### config.mk
export PLATFORM = sky130hd
export DESIGN_NAME = ray_setup
export DESIGN_NICKNAME = d
export VERILOG_FILES = /design/src/rtl/ray_setup.sv
export SDC_FILE = /design/constraint.sdc
export NUM_CORES = 2
export LEC_CHECK = 0
export CORE_UTILIZATION = 44
export CTS_CLUSTER_DIAMETER = 80
export DETAILED_ROUTE_END_ITERATION = 10
export PLACE_DENSITY = 0.63
export REMOVE_ABC_BUFFERS = 1
export SYNTH_ARGS = -nofsm -noshare
export SYNTH_HDL_FRONTEND = slang
export SYNTH_SLANG_ARGS = --single-unit
### constraint.sdc
create_clock -name clk -period 8.3 [get_ports clk]
set_input_delay 0.83 -clock clk [delete_from_list [all_inputs] [get_ports clk]]
set_output_delay 0.83 -clock clk [all_outputs]
set_load 0.05 [all_outputs]
### src/rtl/ray_setup.sv
// ---------------------------------------------------------------------------
// ray_setup
//
// Per-column ray setup for a grid ray caster. For one screen column it
// derives the camera-space x coordinate, the ray direction, the per-axis
// step sign and the per-axis DDA delta |1/ray_dir|, all in Q8.8.
// One ray is accepted at a time; results appear with fixed latency and are
// held on the outputs until the next ray completes.
//
// Ports
//   clk        in   rising-edge clock
//   reset      in   synchronous, active-high reset
//   ray_fed    in   start request, only looked at while idle
//   ray_index  in   [9:0]  screen column (nominally 0..639)
//   dir_x/y    in   [15:0] signed Q8.8 player direction
//   plane_x/y  in   [15:0] signed Q8.8 camera plane
//   ray_dir_x/y out [15:0] signed Q8.8 ray direction
//   delta_x/y  out [15:0] unsigned Q8.8 |1/ray_dir|, saturated to 0xFFFF
//   step_x/y   out  1 = negative direction component
//   ray_valid  out  single-cycle pulse, results valid in that cycle
//   busy       out  high whenever a ray is in flight
//
// state | meaning
// ------+---------------------------------------------------------------
// IDLE  | waiting for ray_fed; inputs captured on acceptance
// CAM   | camera_x = clamp(((idx - 320) * 205) >>> 8, -256, 256)
// MUL   | ray_dir = dir + ((plane * camera_x) >>> 8), divisor magnitudes
// DIV   | 17 restoring-division steps of 65536 / |ray_dir|, both axes
// DONE  | results on outputs, ray_valid high for this one cycle
// ---------------------------------------------------------------------------
module ray_setup (
    input  logic        clk,
    input  logic        reset,
    input  logic        ray_fed,
    input  logic [9:0]  ray_index,
    input  logic [15:0] dir_x,
    input  logic [15:0] dir_y,
    input  logic [15:0] plane_x,
    input  logic [15:0] plane_y,
    output logic [15:0] ray_dir_x,
    output logic [15:0] ray_dir_y,
    output logic [15:0] delta_x,
    output logic [15:0] delta_y,
    output logic        step_x,
    output logic        step_y,
    output logic        ray_valid,
    output logic        busy
);

    typedef enum logic [2:0] {
        IDLE = 3'd0,
        CAM  = 3'd1,
        MUL  = 3'd2,
        DIV  = 3'd3,
        DONE = 3'd4
    } state_t;

    state_t state_q;

    // captured ray inputs
    logic [9:0]  idx_q;
    logic [15:0] dir_x_q;
    logic [15:0] dir_y_q;
    logic [15:0] plane_x_q;
    logic [15:0] plane_y_q;

    // pipeline intermediates
    logic signed [9:0] cam_q;
    logic [15:0] rdx_q;
    logic [15:0] rdy_q;

    // divider state
    logic [4:0]  cnt_q;
    logic [15:0] dsr_x_q;
    logic [15:0] dsr_y_q;
    logic [15:0] rem_x_q;
    logic [15:0] rem_y_q;
    logic [15:0] quo_x_q;
    logic [15:0] quo_y_q;
    logic        sat_x_q;
    logic        sat_y_q;

    // registered outputs
    logic [15:0] ray_dir_x_q;
    logic [15:0] ray_dir_y_q;
    logic [15:0] delta_x_q;
    logic [15:0] delta_y_q;
    logic        step_x_q;
    logic        step_y_q;
    logic        ray_valid_q;
    logic        busy_q;

    // -----------------------------------------------------------------------
    // CAM: camera_x from the column index
    // -----------------------------------------------------------------------
    logic signed [19:0] idx_off;
    logic signed [19:0] cam_prod;
    logic signed [19:0] cam_shr;
    logic signed [9:0]  cam_d;

    assign idx_off  = $signed({10'd0, idx_q}) - 20'sd320;
    assign cam_prod = idx_off * 20'sd205;
    assign cam_shr  = cam_prod >>> 8;

    // Out-of-range indices (up to 1023) land well past +256, so the clamp
    // is what bounds them.
    always_comb begin
        cam_d = cam_shr[9:0];
        if (cam_shr < -20'sd256) begin
            cam_d = -10'sd256;
        end else if (cam_shr > 20'sd256) begin
            cam_d = 10'sd256;
        end
    end

    // -----------------------------------------------------------------------
    // MUL: ray direction and divisor magnitude
    // -----------------------------------------------------------------------
    logic signed [25:0] cam_w;
    logic signed [25:0] px_w;
    logic signed [25:0] py_w;
    logic signed [25:0] prod_x;
    logic signed [25:0] prod_y;
    logic [15:0] shr_x;
    logic [15:0] shr_y;
    logic [15:0] rdx_d;
    logic [15:0] rdy_d;
    logic [15:0] mag_x_d;
    logic [15:0] mag_y_d;

    assign cam_w  = {{16{cam_q[9]}}, cam_q};
    assign px_w   = {{10{plane_x_q[15]}}, plane_x_q};
    assign py_w   = {{10{plane_y_q[15]}}, plane_y_q};
    assign prod_x = px_w * cam_w;
    assign prod_y = py_w * cam_w;
    assign shr_x  = 16'(prod_x >>> 8);
    assign shr_y  = 16'(prod_y >>> 8);

    // Sum wraps modulo 2^16; no saturation on the direction itself.
    assign rdx_d  = dir_x_q + shr_x;
    assign rdy_d  = dir_y_q + shr_y;

    // Negating 0x8000 yields 0x8000, which read as unsigned is the magnitude.
    assign mag_x_d = rdx_d[15] ? (16'd0 - rdx_d) : rdx_d;
    assign mag_y_d = rdy_d[15] ? (16'd0 - rdy_d) : rdy_d;

    // -----------------------------------------------------------------------
    // DIV: one restoring step per cycle, dividend fixed at 65536
    // -----------------------------------------------------------------------
    // The dividend has a single set bit (bit 16), which enters on the first
    // step; every later step shifts in a zero.
    logic        div_bit;
    logic [16:0] rem_sh_x;
    logic [16:0] rem_sh_y;
    logic        ge_x;
    logic        ge_y;
    logic [15:0] diff_x;
    logic [15:0] diff_y;
    logic [15:0] rem_x_d;
    logic [15:0] rem_y_d;
    logic [15:0] quo_x_d;
    logic [15:0] quo_y_d;
    logic        sat_x_d;
    logic        sat_y_d;
    logic [15:0] delta_x_d;
    logic [15:0] delta_y_d;

    assign div_bit  = (cnt_q == 5'd16);
    assign rem_sh_x = {rem_x_q, div_bit};
    assign rem_sh_y = {rem_y_q, div_bit};
    assign ge_x     = (rem_sh_x >= {1'b0, dsr_x_q});
    assign ge_y     = (rem_sh_y >= {1'b0, dsr_y_q});
    // When ge holds, the true difference is below the divisor, so 16 bits
    // of the subtraction are exact.
    assign diff_x   = rem_sh_x[15:0] - dsr_x_q;
    assign diff_y   = rem_sh_y[15:0] - dsr_y_q;
    assign rem_x_d  = ge_x ? diff_x : rem_sh_x[15:0];
    assign rem_y_d  = ge_y ? diff_y : rem_sh_y[15:0];

    // Quotient is 17 bits wide; the bit that would fall off the top of the
    // 16-bit register becomes a sticky saturation flag.
    assign quo_x_d  = {quo_x_q[14:0], ge_x};
    assign quo_y_d  = {quo_y_q[14:0], ge_y};
    assign sat_x_d  = sat_x_q | quo_x_q[15];
    assign sat_y_d  = sat_y_q | quo_y_q[15];

    assign delta_x_d = ((dsr_x_q == 16'd0) || sat_x_d) ? 16'hFFFF : quo_x_d;
    assign delta_y_d = ((dsr_y_q == 16'd0) || sat_y_d) ? 16'hFFFF : quo_y_d;

    // -----------------------------------------------------------------------
    // Controller
    // -----------------------------------------------------------------------
    always_ff @(posedge clk) begin
        if (reset) begin
            state_q     <= IDLE;
            idx_q       <= '0;
            dir_x_q     <= '0;
            dir_y_q     <= '0;
            plane_x_q   <= '0;
            plane_y_q   <= '0;
            cam_q       <= '0;
            rdx_q       <= '0;
            rdy_q       <= '0;
            cnt_q       <= '0;
            dsr_x_q     <= '0;
            dsr_y_q     <= '0;
            rem_x_q     <= '0;
            rem_y_q     <= '0;
            quo_x_q     <= '0;
            quo_y_q     <= '0;
            sat_x_q     <= 1'b0;
            sat_y_q     <= 1'b0;
            ray_dir_x_q <= '0;
            ray_dir_y_q <= '0;
            delta_x_q   <= '0;
            delta_y_q   <= '0;
            step_x_q    <= 1'b0;
            step_y_q    <= 1'b0;
            ray_valid_q <= 1'b0;
            busy_q      <= 1'b0;
        end else begin
            case (state_q)
                IDLE: begin
                    if (ray_fed) begin
                        idx_q     <= ray_index;
                        dir_x_q   <= dir_x;
                        dir_y_q   <= dir_y;
                        plane_x_q <= plane_x;
                        plane_y_q <= plane_y;
                        busy_q    <= 1'b1;
                        state_q   <= CAM;
                    end
                end
                CAM: begin
                    cam_q   <= cam_d;
                    state_q <= MUL;
                end
                MUL: begin
                    rdx_q   <= rdx_d;
                    rdy_q   <= rdy_d;
                    dsr_x_q <= mag_x_d;
                    dsr_y_q <= mag_y_d;
                    rem_x_q <= '0;
                    rem_y_q <= '0;
                    quo_x_q <= '0;
                    quo_y_q <= '0;
                    sat_x_q <= 1'b0;
                    sat_y_q <= 1'b0;
                    cnt_q   <= 5'd16;
                    state_q <= DIV;
                end
                DIV: begin
                    rem_x_q <= rem_x_d;
                    rem_y_q <= rem_y_d;
                    quo_x_q <= quo_x_d;
                    quo_y_q <= quo_y_d;
                    sat_x_q <= sat_x_d;
                    sat_y_q <= sat_y_d;
                    cnt_q   <= cnt_q - 5'd1;
                    if (cnt_q == 5'd0) begin
                        ray_dir_x_q <= rdx_q;
                        ray_dir_y_q <= rdy_q;
                        step_x_q    <= rdx_q[15];
                        step_y_q    <= rdy_q[15];
                        delta_x_q   <= delta_x_d;
                        delta_y_q   <= delta_y_d;
                        ray_valid_q <= 1'b1;
                        state_q     <= DONE;
                    end
                end
                DONE: begin
                    ray_valid_q <= 1'b0;
                    busy_q      <= 1'b0;
                    state_q     <= IDLE;
                end
                default: begin
                    ray_valid_q <= 1'b0;
                    busy_q      <= 1'b0;
                    state_q     <= IDLE;
                end
            endcase
        end
    end

    assign ray_dir_x = ray_dir_x_q;
    assign ray_dir_y = ray_dir_y_q;
    assign delta_x   = delta_x_q;
    assign delta_y   = delta_y_q;
    assign step_x    = step_x_q;
    assign step_y    = step_y_q;
    assign ray_valid = ray_valid_q;
    assign busy      = busy_q;

endmodule

After elaboration in Yosys (flattened, before gate mapping)
Cells that the tools add are included.

word-level totals
  register bits after elaboration = 290
  input bits = 77

operators by class
  reductions and logical operators = 14
  bitwise operators = 4
  muxes and demuxes = 22
  magnitude comparators = 4
  multipliers = 3
  equality and inequality tests = 6
  add/subtract/negate cells = 8

operator list
  operator                                                          count
  one-hot mux 16 bit (2 select lines)                               4
  2-to-1 mux 16 bit                                                 6
  multiplier 16 x 10 -> 24 bit                                      2
  greater-or-equal comparator 17 x 16 -> 1 bit                      2
  adder 16 bit                                                      2
  logical NOT 16 bit                                                2
  subtractor 1 x 16 -> 16 bit (first input constant)                2
  subtractor 16 bit                                                 2
  multiplier 11 x 9 -> 20 bit (second input constant)               1
  2-to-1 mux 10 bit                                                 2
  greater-than comparator 12 x 10 -> 1 bit (second input constant)  1
  less-than comparator 12 x 9 -> 1 bit (second input constant)      1
  one-hot mux 3 bit (4 select lines)                                1
  subtractor 10 x 9 -> 11 bit (second input constant)               1
  one-hot mux 5 bit (2 select lines)                                1
  AND reduction 2 bit                                               5
  one-hot mux 1 bit (2 select lines)                                4
  == test 3 x 2 -> 1 bit (second input constant)                    2
  2-to-1 mux 3 bit                                                  2
  OR reduction 3 bit                                                2
  == test 5 bit (second input constant)                             1
  logical NOT 5 bit                                                 1
  subtractor 5 x 1 -> 5 bit (second input constant)                 1
  != test 2 bit (second input constant)                             2
  other kinds (7)                                                   11

Depth between registers and ports, before layout
  depth after elaboration = 5
  gate-level depth with buffers = 33
  mapped depth without buffers = 30

Worst setup path before layout
No wires, ideal clock.

  path type = flip-flop to flip-flop
  from = reg cam_q[9]
  to = reg dsr_x_q[14]
  path buffers = 3
  setup time = 0.120 ns
  setup slack = 0.820 ns
  stages on the path, launching flop included = 31
  data arrival time = 7.360 ns
  required time = 8.180 ns
  cell sequence = dfxtp_1 clkbuf_1 clkbuf_1 nor2b_1 fa_1 fa_1 fa_1 fa_1 inv_1 fa_1 inv_1 ha_1 a21o_1 a21o_1 a21o_1 a21o_1 o21a_1 o21a_1 o21a_1 nor2_1 xnor2_1 ha_1 and4_1 a21oi_1 o2111ai_1 a31oi_1 xnor2_1 nand3_1 and2_1 buf_2 a211o_1

on the way
  cells in the longest elaborated chain, start to end = 4

ends and longest elaborated chain
  item                            line  text
  start, declared                 68    logic signed [9:0] cam_q;
  start signal, assigned          235   cam_q <= cam_d;
  multiplier 16 x 10 -> 24 bit *  134   assign prod_x = px_w * cam_w;
  adder 16 bit *                  140   assign rdx_d = dir_x_q + shr_x;
  subtractor 1 x 16 -> 16 bit     144   assign mag_x_d = rdx_d[15] ? (16'd0 - rdx_d) : rdx_d;
  2-to-1 mux 16 bit *             144
  end signal, assigned            241   dsr_x_q <= mag_x_d;
  end, declared                   74    logic [15:0] dsr_x_q;

Mark *: on every way between the ends. The rest lies on a longest branch, timed or not.
A chain may end at the register's enable or synchronous reset.

Worst setup path in the final report
  from = reg cam_q[5]
  to = reg dsr_y_q[7]

on the way
  cells in the longest elaborated chain, start to end = 4

ends and longest elaborated chain
  item                            line  text
  multiplier 16 x 10 -> 24 bit *  135   assign prod_y = py_w * cam_w;
  adder 16 bit *                  141   assign rdy_d = dir_y_q + shr_y;
  subtractor 1 x 16 -> 16 bit     145   assign mag_y_d = rdy_d[15] ? (16'd0 - rdy_d) : rdy_d;
  2-to-1 mux 16 bit *             145
  end signal, assigned            242   dsr_y_q <= mag_y_d;
  end, declared                   75    logic [15:0] dsr_y_q;

Marks and branches as above.

==> impl_metrics.toml <==
[run_status]
violations = "DRC"
outcome = "complete, but fails checks"

[clock_tree]
cts_tree = "done"
cts_made_buffers = 37
cts_setup_buffers = 0
cts_hold_buffers = 0
h-tree-depth = 2
path_clk_slew_ns = 0.06
clk_latency_ns = 0.57
cts.sinks = 286
clockBufferDepth = 3
cts_resized = 0
root_buffer = "clkbuf_16"

[synthesis]
synthMuxAreaShare = 0.01017
async_flop_share = 0
synthFlopType = "dfxtp_1"
yosys.area_share.adder = 0.3240
synth-seq-cells = 286
synth_area_per_cell_um2 = 8.412
synth_top_family_by_area = "adder cells"
synth_compound_area_frac = 0.1471
synth-xor-area-share = 0.03526
synth-edff-count = 0
syn_area_um2 = 26580
yosysSeqAreaShare = 0.2154
synth_cells = 3160
ys_warn_count = 0
ys_types = 88
yosys.area_share.simple = 0.1838

[worst_setup_path]
cp-end-kind = "register"
critPathBufInv = 3
path_max_fanout = 18
cp_num_cells = 26
critPathTopFamily = "adder cells"
critical_path_arrival_ns = 8.28
critPathLaunch = "cam_q[5]$_SDFFE_PP0P_"
r2r_slack_ns = 0.44
cp_common_cell = "fa_1"
startpoint_type = "register"
criticalPathCategory = "reg2reg"
critPathSlowestCell = "dfxtp_1"
required_ns = 8.72
worstRegToRegCells = 26
reg2reg_from = "cam_q[5]$_SDFFE_PP0P_"
cp_slowest_stage_delay_ns = 0.78

[power_and_ir_drop]
seq_power_share = 0.217
pwr-share-comb = 0.556
p_clk_frac = 0.228
cellPowerDensity_nw_per_um2 = 251.1
ir_drop_mv = 0.2042
p_leak_uw = 0.01354
sw_frac_of_total = 0.4392
internal_power_uw = 4242
p_sw_uw = 3321

[sta]
fin_skew_ns = 0.02975
finalHoldViolCount = 0
slew_violations = 0
tightest_slew_ns = 0.8955
whs_ns = 0.4501
slew_headroom = 0.4030
fin_crit_sh = 0.9465
tns_ns = 0
setup_viol = 0
rsz0062_at_grt = "no"
min_period_ns = 7.856
fmax_mhz = 127.3

[route]
drt-vias-per-instance = 5.342
drc = 18
wl_mm = 66.24
ant_nets = 0
first_pass_iters = 9
wl_per_cell_um = 16.45
num_vias = 21510
drt_iter0_drc = 1146

[placement]
dpl.hpwl_mm = 50.82
port_buffers = 144
dp_cells = 3961
placed_cell_area_um2 = 28770
place_congestion = 0.9255

[floorplanning]
fp-row-count = 89
io_pins = 145
die_w_um = 247.8
die_h_um = 247.8
dieArea_um2 = 61400
core-area_um2 = 59350
start_util = 0.4478

[final_layout]
final_core_util = 0.5075
syn_to_final_growth_pct = 13.33
fin_cells = 4027
layout_commonest_cell = "nand2_1"
fin_nets = 3822
layout_common_cells = "519 x nand2_1, 423 x inv_1, 286 x dfxtp_1"
drive_gt1_frac = 0.05564
finish.instance_area_um2 = 30120

[hold_path]
hold_class = "reg2reg"
whs_path_depth = 2
min-delay-start = "rdy_q[1]$_SDFFE_PP0P_"

[global_route]
grt_usage = 0.2202
antenna_found_initial = 0
grt_start_max_net_pins = 98
grt_pass1_vias = 22250
grt_pass1_wl_mm = 110.3
grt-ovfl-total = 0

[job]
cap_violations = 0
-- per-layer routing --
metal  global-route usage  share of wire
met4              0.06893          0.027
met3              0.02790          0.043
met1               0.2826           0.45
met5                    0              0
met2               0.3826           0.48
-- cell usage after synthesis (43+ instances only) --
master,count,area share
dfxtp_1,286,0.22
ha_1,234,0.11
inv_1,423,0.060
o21ai_0,79,0.015
nand2_1,519,0.073
nor2_1,139,0.020
fa_1,284,0.21
a21oi_1,201,0.038
and2_1,129,0.030
xnor2_1,80,0.026
clkbuf_1,139,0.020
nand3_1,43,0.0081
nor3_1,62,0.012
-- flip-flops by register name, indices dropped and copies added, names as in the netlist, 3 cells and up --
name	count
cnt_q	5
plane_x_q	16
dir_y_q	16
rdx_q	16
delta_y	16
dsr_y_q	15
cam_q	10
idx_q	10
dsr_x_q	15
ray_dir_y	16
rem_y_q	16
quo_x_q	16
dir_x_q	16
rdy_q	16
rem_x_q	16
plane_y_q	16
ray_dir_x	16
quo_y_q	16
state_q	3
delta_x	16
-- tightest hold or removal path, cell delays in order (launching register included) --
cell	delay (ns)
dfxtp_1	0.31
nand2_1	0.06
a21oi_1	0.05
-- metrics by stage --
stage          setup WS, ns  power [µW]
2_1_floorplan        0.6151        4713
3_3_place_gp         0.6622        5723
3_5_place_dp         0.4818        5827
4_1_cts              0.4465        7594
5_1_grt            0.003337        8183
6_report             0.4443        7563
-- power groups by stage --
stage / clock network, µW / registers [µW] / logic (µW)
after floorplan: 0 / 1680 / 3040
after global placement: 0 / 1660 / 4060
after detailed placement: 0 / 1670 / 4160
after global routing: 1830 / 1650 / 4700
final: 1720 / 1640 / 4200
after CTS: 1770 / 1640 / 4180
-- final timing paths --
path                                             endpoint
worst min-delay path            ray_dir_y[1]$_SDFFE_PP0P_
worst max register to register    dsr_y_q[7]$_SDFFE_PP0P_
worst max-delay path              dsr_y_q[7]$_SDFFE_PP0P_
worst min register to register  ray_dir_y[1]$_SDFFE_PP0P_
-- cell families (layout without fill, tap and decap cells) --
family / after synthesis / count (layout)
mux: 27 / 27
xor+xnor: 107 / 107
simple gates: 1053 / 1053
fa+ha+maj: 518 / 518
flops: 286 / 286
compound gates: 578 / 578
other cells: 0 / 1
buf+inv: 591 / 684
-- final cells by class --
cell class,count,area (µm²)
Fill cell,5559,29230
Multi-Input combinational cell,2283,18670
Sequential cell,286,5725
Timing Repair Buffer,195,1842
Inverter,424,1592
Clock buffer,48,1047
Tap cell,773,967.2
Clock inverter,17,275.3
Antenna cell,1,2.502
(Power assumes the default switching activity.)
